===== config.mk =====
export PLATFORM = sky130hd
export DESIGN_NAME = transmissor_paridade
export DESIGN_NICKNAME = d
export VERILOG_FILES = /design/src/rtl/transmissor_paridade.sv
export SDC_FILE = /design/constraint.sdc
export NUM_CORES = 1
export LEC_CHECK = 0
export ABC_AREA = 1
export BUFFER_PORTS_ARGS = -buffer_cell sky130_fd_sc_hd__buf_2
export CORE_UTILIZATION = 25
export DETAILED_ROUTE_END_ITERATION = 16
export HOLD_SLACK_MARGIN = 0.05
export SLEW_MARGIN = 5
export SYNTH_ARGS = -nofsm -noshare
export SYNTH_HDL_FRONTEND = slang
export SYNTH_SLANG_ARGS = --single-unit

===== constraint.sdc =====
create_clock -name clk -period 1.9 [get_ports clk]
set_input_delay 0 -clock clk [delete_from_list [all_inputs] [get_ports clk]]
set_output_delay 0 -clock clk [all_outputs]
set_load 0.02 [all_outputs]

===== src/rtl/transmissor_paridade.sv =====
// transmissor_paridade: accepts a 5-bit word over valid/ready, appends an
// even-parity bit and serialises the frame (start, 5 data LSB first, parity,
// stop). The registered 6-bit word is also presented for parity loopback.
//
// Handshake: a word is accepted on a rising edge where valido && pronto.
// pronto is high only while idle; the requester must hold valido (and dados)
// until it sees that edge. valido while busy is ignored, and nothing is queued.
module transmissor_paridade #(
  parameter int CICLOS_POR_BIT = 4
) (
  input  logic       clk,
  input  logic       reset,
  input  logic [4:0] dados,
  input  logic       valido,
  output logic       pronto,
  output logic       serial_out,
  output logic       ocupado,
  output logic [5:0] quadro,
  output logic [2:0] estado_dbg
);

  localparam int BW = (CICLOS_POR_BIT < 2) ? 1 : $clog2(CICLOS_POR_BIT + 1);
  localparam logic [BW-1:0] BAUD_MAX = BW'(CICLOS_POR_BIT - 1);
  localparam logic [BW-1:0] BAUD_ONE = BW'(1);

  typedef enum logic [2:0] {
    OCIOSO   = 3'd0,
    INICIO   = 3'd1,
    DADOS    = 3'd2,
    PARIDADE = 3'd3,
    PARADA   = 3'd4
  } estado_t;

  estado_t       estado_q, estado_d;
  logic [BW-1:0] baud_q, baud_d;
  logic [2:0]    indice_q, indice_d;
  logic [5:0]    quadro_q, quadro_d;
  logic          serial_q, serial_d;
  logic          fim_bit;
  logic          aceite;

  assign fim_bit = (baud_q == BAUD_MAX);
  assign aceite  = valido && (estado_q == OCIOSO);

  // Next-state, counters, word register and the registered line value.
  always_comb begin
    estado_d = estado_q;
    baud_d   = baud_q;
    indice_d = indice_q;
    quadro_d = quadro_q;
    serial_d = 1'b1;

    case (estado_q)
      OCIOSO: begin
        baud_d = '0;
        if (aceite) begin
          estado_d = INICIO;
          quadro_d = {^dados, dados};
        end
      end
      INICIO: begin
        baud_d = fim_bit ? '0 : baud_q + BAUD_ONE;
        if (fim_bit) begin
          estado_d = DADOS;
          indice_d = 3'd0;
        end
      end
      DADOS: begin
        baud_d = fim_bit ? '0 : baud_q + BAUD_ONE;
        if (fim_bit) begin
          if (indice_q == 3'd4) begin
            estado_d = PARIDADE;
          end else begin
            indice_d = indice_q + 3'd1;
          end
        end
      end
      PARIDADE: begin
        baud_d = fim_bit ? '0 : baud_q + BAUD_ONE;
        if (fim_bit) begin
          estado_d = PARADA;
        end
      end
      PARADA: begin
        baud_d = fim_bit ? '0 : baud_q + BAUD_ONE;
        if (fim_bit) begin
          estado_d = OCIOSO;
        end
      end
      default: begin
        estado_d = OCIOSO;
        baud_d   = '0;
        indice_d = 3'd0;
      end
    endcase

    // The line value is computed from the next state so the flop output
    // lines up exactly with the state it represents.
    case (estado_d)
      INICIO:   serial_d = 1'b0;
      DADOS:    serial_d = quadro_d[indice_d];
      PARIDADE: serial_d = quadro_d[5];
      default:  serial_d = 1'b1;
    endcase
  end

  // State and datapath registers; reset abandons any frame in progress.
  always_ff @(posedge clk or posedge reset) begin
    if (reset) begin
      estado_q <= OCIOSO;
      baud_q   <= '0;
      indice_q <= 3'd0;
      quadro_q <= 6'b000000;
      serial_q <= 1'b1;
    end else begin
      estado_q <= estado_d;
      baud_q   <= baud_d;
      indice_q <= indice_d;
      quadro_q <= quadro_d;
      serial_q <= serial_d;
    end
  end

  assign pronto     = (estado_q == OCIOSO);
  assign ocupado    = !pronto;
  assign serial_out = serial_q;
  assign quadro     = quadro_q;
  assign estado_dbg = estado_q;

endmodule


==> impl_metrics.csv, run 1 <==
group,metric,value,unit
run_status,status,"finished, final reports clean",
synthesis,synth-seq-cells,16,
power_and_ir_drop,p_leak,0.6591,nW
min_path,min_to,"quadro[1]",
sta,rsz0062_at_grt,"no",
sta,setup_tns,0,ns
critical_path,worst-path-buf-inv,1,
critical_path,required,2.09,ns
clocking,cts_made_buffers,3,
synthesis,synthCells,134,
layout,fin_nets,173,
floorplanning,design.core.area,3799,sq um
floorplanning,start_util,27.08,%
sta,maxSlewViolCount,0,
floorplanning,die-area,4375,sq um
detailed_routing,wire_per_inst,10.98,um
global_routing,grt_pass1_wl,4.029,mm
critical_path,crit_chain,"inv_1 > ha_1 > nand2_1 > nand3_1 > nand2_1 > nand3_2 > nand2_4 > nand2_1 > nand2_1 > nand2_1 > nand3_1 > nand2_1 > nand2_1 > nand2_1",
placement,dpl_worst_slack,0.1511,ns
global_routing,grt_pass1_vias,883,
detailed_routing,first_pass_iters,4,
clocking,cts_sinks,16,
critical_path,slowest_delay,0.41,ns
detailed_routing,antenna_left,0,
placement,dp.cells,204,
layout,fin_area,1272,sq um
critical_path,worst_setup_path_start_kind,"flip-flop",
layout,stdcell_count,209,
clocking,insertion_delay,0.25,ns
synthesis,synth.most_common_cell,"nand2_1",
layout,fillers,418,
power_and_ir_drop,p_total,2.049,mW
detailed_routing,drtIter0Drc,38,
power_and_ir_drop,vdd_ir_drop_max,0.0006007,V
min_path,whs_path_depth,3,
placement,hpwlAfterDp,1.810,mm
clocking,clk_pin_slew_worst_paths,0.07,ns
detailed_routing,wl_met3,109,um
synthesis,yosys-top-cells-area,"dfrtp_1 36%, nand2_1 12%, inv_1 7.3%, nand3_1 7.3%, ha_1 3.6%",
layout,syn_to_final_growth,23.72,%
sta,slew_headroom,57.04,%
detailed_routing,drc,0,
critical_path,cp.arrival,1.88,ns
floorplanning,die_h,66.14,um
detailed_routing,wl_met2,975,um
placement,numPortBuffers,19,
critical_path,cp-end-kind,"flip-flop",
critical_path,path_max_fanout,4,
clocking,cts_root_buf,"clkbuf_8",
critical_path,r2r-end,"serial_out",
synthesis,synth_top_area_share,36.50,%
detailed_routing,drt_wl_total,2.295,mm
critical_path,crit_top_cell,"nand2_1",
synthesis,yosysUniqueCellTypes,25,
synthesis,synth.avg_cell_area,7.675,sq um
synthesis,netlist_area,1028,sq um
detailed_routing,num_vias,919,
critical_path,regToRegStartpoint,"indice_q[0]",
detailed_routing,top_layer_used,"met4",
synthesis,synth_top_area_cell,"dfrtp_1",
sta,setup_ws,0.2075,ns
sta,fin_worst_skew,0.005630,ns
sta,finalCriticalPeriod,1.693,ns
layout,n_antenna_cell,0,
clocking,cts_tree,"yes",
min_path,hp-class,"input pin to flip-flop",
critical_path,rr_worst_depth,14,
clocking,clock_path_buffers,2,
placement,dpl_cell_area,1206,sq um
sta,fmax,590.8,MHz
min_path,hold_start,"dados[1]",
detailed_routing,wl_met1,1.195,mm
detailed_routing,avgViaCountPerCell,4.397,
sta,fin_crit_sh,89.08,%
clocking,h-tree-depth,1,
synthesis,synth_fp_nets,145,
sta,finalSetupViolCount,0,
global_routing,grt-ovfl-total,0,
global_routing,antenna_found_initial,0,
synthesis,synth_edf_count,0,
synthesis,async_reset_ff_share,100.0,%
synthesis,netlist_top_cells_count,"32 x nand2_1, 20 x inv_1, 15 x dfrtp_1, 15 x nand3_1, 9 x nor2_1",
global_routing,grt_max_degree,17,
synthesis,synth.yosys.seq_area_share,39.05,%
critical_path,crit_slowest_cell,"dfrtp_2",
critical_path,worstSetupPathType,"flip-flop to flip-flop",
floorplanning,row_count,22,
placement,gp_congestion,0.8152,
sta,hold_viol,0,
floorplanning,chipWidth,66.14,um
power_and_ir_drop,power.density,1610,nW/um^2
synthesis,synth_ff_type,"dfrtp_1",
sta,worstMarginPinSlew,0.6438,ns
synthesis,yosys_warnings,0,
floorplanning,boundaryPins,20,
layout,drive_above_1_share,31.06,%
critical_path,cp_top_family,"simple AND/OR/NAND/NOR gates",
job,drv_cap,0,
global_routing,track_usage,12.41,%
critical_path,reg2reg_setup_slack,0.21,ns
[power breakdown]
group          switching (mW)  internal, mW  total, mW  leakage (nW)
logic                   0.751         0.405       1.16         0.432
registers               0.101         0.482      0.583         0.198
clock network           0.126         0.184      0.310        0.0288
total                   0.978          1.07       2.05         0.659
[registers in the layout (all words and copies together) (netlist names)]
name        cells
baud_q          3
indice_q        3
quadro          6
serial_out      1
estado_dbg      3
[metal layers]
layer / track usage [%] / up-vias
met3: 3.621 / 2
met4: 3.191 / 0
met2: 19.52 / 20
met5: 0 / -
li1: - / 482
met1: 16.47 / 415
[kinds of logic (layout without fill, tap and decap cells)]
| kind of cell | Yosys count | after routing | share of synthesized area (%) |
|---|---|---|---|
| compound gates | 6 | 6 | 4.135 |
| xor+xnor | 3 | 3 | 2.555 |
| fa+ha+maj | 3 | 3 | 3.650 |
| buf+inv | 25 | 52 | 9.124 |
| flops | 16 | 16 | 39.05 |
| simple gates | 81 | 81 | 41.48 |
[cell type report]
type	instances	area (sq um)	area share [%]
inverter	25	93.84	7.375
multi-input combinational	93	533.0	41.89
tap	48	60.06	4.720
clock buffer	4	55.05	4.326
sequential	16	402.9	31.66
timing repair buffer	23	127.6	10.03
[what timing repair did]
action	4_1_cts	5_1_grt
endpoints found under the setup margin	0	1
hold buffers	1	0
setup buffers	0	0
resized for setup	0	1
endpoints found under the hold margin	15	0
[worst reg2reg max path, delay by kind of cell (launching register included)]
| kind | cells | cell delay [ns] |
|---|---|---|
| adders and majority gates | 1 | 0.21 |
| and+or+nand+nor | 12 | 0.93 |
| buffers and inverters | 1 | 0.07 |
| DFF | 1 | 0.41 |
[how the worst max path moves through the flow]
| stage | startpoint | to | slack, ns | cells after the start |
|---|---|---|---|---|
| 6_report | indice_q[0] | serial_out | 0.21 | 14 |
| 5_1_grt | baud_q[0] | serial_out | 0.002 | 11 |
| 4_1_cts | indice_q[0] | serial_out | 0.13 | 14 |
| 3_5_place_dp | indice_q[0] | serial_out | 0.15 | 14 |
| 3_3_place_gp | indice_q[0] | serial_out | 0.17 | 14 |
| 2_1_floorplan | indice_q[0] | serial_out | 0.37 | 14 |
[cell usage in the layout, fill, tap and decap left out, drive strengths merged]
master | synthesis | routed
nand3 | 18 | 18
a2111oi | 1 | 1
clkbuf | 0 | 4
inv | 25 | 25
nor3b | 1 | 1
nand4 | 3 | 3
nand3b | 1 | 1
o31ai | 1 | 1
nor3 | 6 | 6
ha | 3 | 3
o21ai | 2 | 2
dfstp | 1 | 1
xnor2 | 2 | 2
nand2 | 39 | 39
nor2 | 13 | 13
buf | 0 | 22
a21oi | 2 | 2
dfrtp | 15 | 15
xor2 | 1 | 1
dlygate4sd3 | 0 | 1
[stage by stage]
| stage | util, % | hold slack (ns) |
|---|---|---|
| 3_3_place_gp | 31.75 | 0.1251 |
| 5_1_grt | 33.50 | 0.07601 |
| 6_report | 33.50 | 0.05690 |
| 4_1_cts | 33.47 | 0.05351 |
| 2_1_floorplan | - | -0.08698 |
| 3_5_place_dp | 31.75 | 0.1164 |
(Power assumes the default switching activity.)
==> run 2, diff against run 1 <==
PLACE_DENSITY = 0.43   (was not set)
clock period = 2.1 ns   (was 1.9 ns; I/O delays follow)
==> run 2 against run 1 <==
Cell area decreased by 1.9%. Non-clock buffer count down 2. Flip-flop and latch count unchanged. Largest cell class unchanged. Largest power group unchanged.
==> impl_metrics.csv, run 2 (synthesized netlist as in run 1, its figures left out) <==
group,metric,value,unit
critical_path,crit_chain,"inv_1 > ha_1 > nand2_1 > nand3_1 > nand2_1 > nand3_2 > nand2_4 > nand2_1 > nand2_1 > nand2_1 > nand3_1 > nand2_1 > nand2_1 > nand2_1",
critical_path,worst_setup_path_start_kind,"flip-flop",
floorplanning,start_util,27.08,%
placement,gp_congestion,0.7824,
layout,drive_above_1_share,28.30,%
layout,syn_to_final_growth,21.41,%
sta,maxSlewViolCount,0,
job,drv_cap,0,
clocking,h-tree-depth,1,
sta,slew_headroom,54.68,%
floorplanning,design.core.area,3799,sq um
layout,final_cell_mix,"32 x nand2_1, 20 x inv_1, 19 x buf_2, 15 x nand3_1, 15 x dfrtp_1",
sta,finalCriticalPeriod,1.755,ns
detailed_routing,antenna_left,0,
power_and_ir_drop,p_comb_share,56.2,%
layout,n_antenna_cell,0,
global_routing,grt_max_degree,17,
clocking,cts_sinks,16,
power_and_ir_drop,vdd_ir_drop_max,0.0005241,V
global_routing,grt_pass1_wl,3.919,mm
min_path,hp-class,"input pin to flip-flop",
floorplanning,die-area,4375,sq um
power_and_ir_drop,swShare,48.84,%
placement,numPortBuffers,19,
sta,worstMarginPinSlew,0.6791,ns
floorplanning,chipWidth,66.14,um
sta,setup_ws,0.3446,ns
clocking,insertion_delay,0.25,ns
sta,fin_worst_skew,0.005398,ns
clocking,cts_tree,"yes",
detailed_routing,first_pass_iters,3,
layout,fin_area,1249,sq um
layout,fin_nets,171,
power_and_ir_drop,internal-power,0.9150,mW
global_routing,grt_pass1_vias,892,
placement,hpwlAfterDp,1.851,mm
clocking,clock_path_buffers,2,
floorplanning,row_count,22,
sta,fin_crit_sh,83.59,%
power_and_ir_drop,p_seq_share,30.0,%
power_and_ir_drop,power.density,1432,nW/um^2
critical_path,crit_top_cell,"nand2_1",
global_routing,antenna_found_initial,0,
placement,dpl_worst_slack,0.3509,ns
detailed_routing,drt_wl_total,2.309,mm
critical_path,cp-end-kind,"flip-flop",
detailed_routing,drtIter0Drc,35,
global_routing,grt-ovfl-total,0,
sta,rsz0062_at_grt,"no",
run_status,status,"finished, final reports clean",
power_and_ir_drop,p_leak,0.6440,nW
floorplanning,boundaryPins,20,
floorplanning,die_h,66.14,um
critical_path,worstSetupPathType,"flip-flop to flip-flop",
sta,hold_viol,0,
sta,setup_tns,0,ns
critical_path,path_max_fanout,4,
sta,fmax,569.7,MHz
layout,mostFrequentLayoutCell,"nand2_1",
detailed_routing,num_vias,930,
clocking,cts_made_buffers,3,
detailed_routing,wire_per_inst,11.15,um
sta,finalSetupViolCount,0,
detailed_routing,drc,0,
critical_path,crit_slowest_cell,"dfrtp_1",
placement,dpl_cell_area,1184,sq um
critical_path,required,2.28,ns
layout,largest_reg_flops,6,
power_and_ir_drop,p_switching,0.8736,mW
critical_path,cp.arrival,1.94,ns
clocking,clk_pin_slew_worst_paths,0.07,ns
clocking,cts_root_buf,"clkbuf_8",
critical_path,slowest_delay,0.46,ns
layout,final_util,32.87,%
clocking,cts_repair_resize_count,0,
detailed_routing,avgViaCountPerCell,4.493,
power_and_ir_drop,clockPowerShare,13.8,%
global_routing,track_usage,12.13,%
-- run 2: cell count changes in the layout (fill, tap and decap cells not counted), sizes merged --
cell / delta
buf: -3
dlygate4sd3: +1
-- run 2: metrics by stage --
stage | cells | power (mW) | hold WS [ns]
final | 207 | 1.789 | 0.06886
after global routing | 207 | 1.941 | 0.09083
after CTS | 207 | 1.818 | 0.06777
after detailed placement | 201 | 1.561 | 0.1293
after global placement | 201 | 1.554 | 0.1346
after floorplan | 134 | 1.296 | -0.08698
-- run 2: worst max-delay path, delay by kind of cell (launching register included) --
family                     cells  cell delay (ns)
and+or+nand+nor               12             0.93
DFF                            1             0.46
adders and majority gates      1             0.21
buffers and inverters          1             0.09
-- run 2: power groups by stage --
stage	Sequential [mW]	Combinational, mW	Clock [mW]
final	0.537	1.01	0.246
after global routing	0.556	1.12	0.267
after CTS	0.539	1.02	0.254
after detailed placement	0.545	1.02	0
after global placement	0.539	1.01	0
after floorplan	0.641	0.654	0
-- run 2: cell type report --
| type | count | area, sq um |
|---|---|---|
| tap | 48 | 60.06 |
| multi-input combinational | 93 | 533.0 |
| sequential | 16 | 401.6 |
| clock buffer | 4 | 45.04 |
| timing repair buffer | 21 | 115.1 |
| inverter | 25 | 93.84 |
| fill | 422 | 2550 |
-- run 2: routing by layer --
metal	routed length, um	track usage (%)
met2	1110	20.92
met1	1102	14.86
met5	0	0
met4	27	4.787
met3	69	2.069
-- run 2: path summary, 6_finish.rpt --
kind | slack, ns | startpoint | end | depth (start not counted)
hold / removal | 0.07 | dados[3] | quadro[3] | 3
max in group asynchronous | 1.27 | reset | baud_q[0] | 3
setup reg to reg | 0.34 | indice_q[0] | serial_out | 14
min in group asynchronous | 0.39 | reset | quadro[1] | 3
setup / recovery | 0.34 | indice_q[0] | serial_out | 14
hold reg to reg | 0.47 | baud_q[0] | baud_q[0] | 1
-- run 2: repair_timing --
action | CTS | global route
hold buffers | 2 | 0
buffers inserted | 0 | 0
endpoints found under the hold margin | 16 | 0
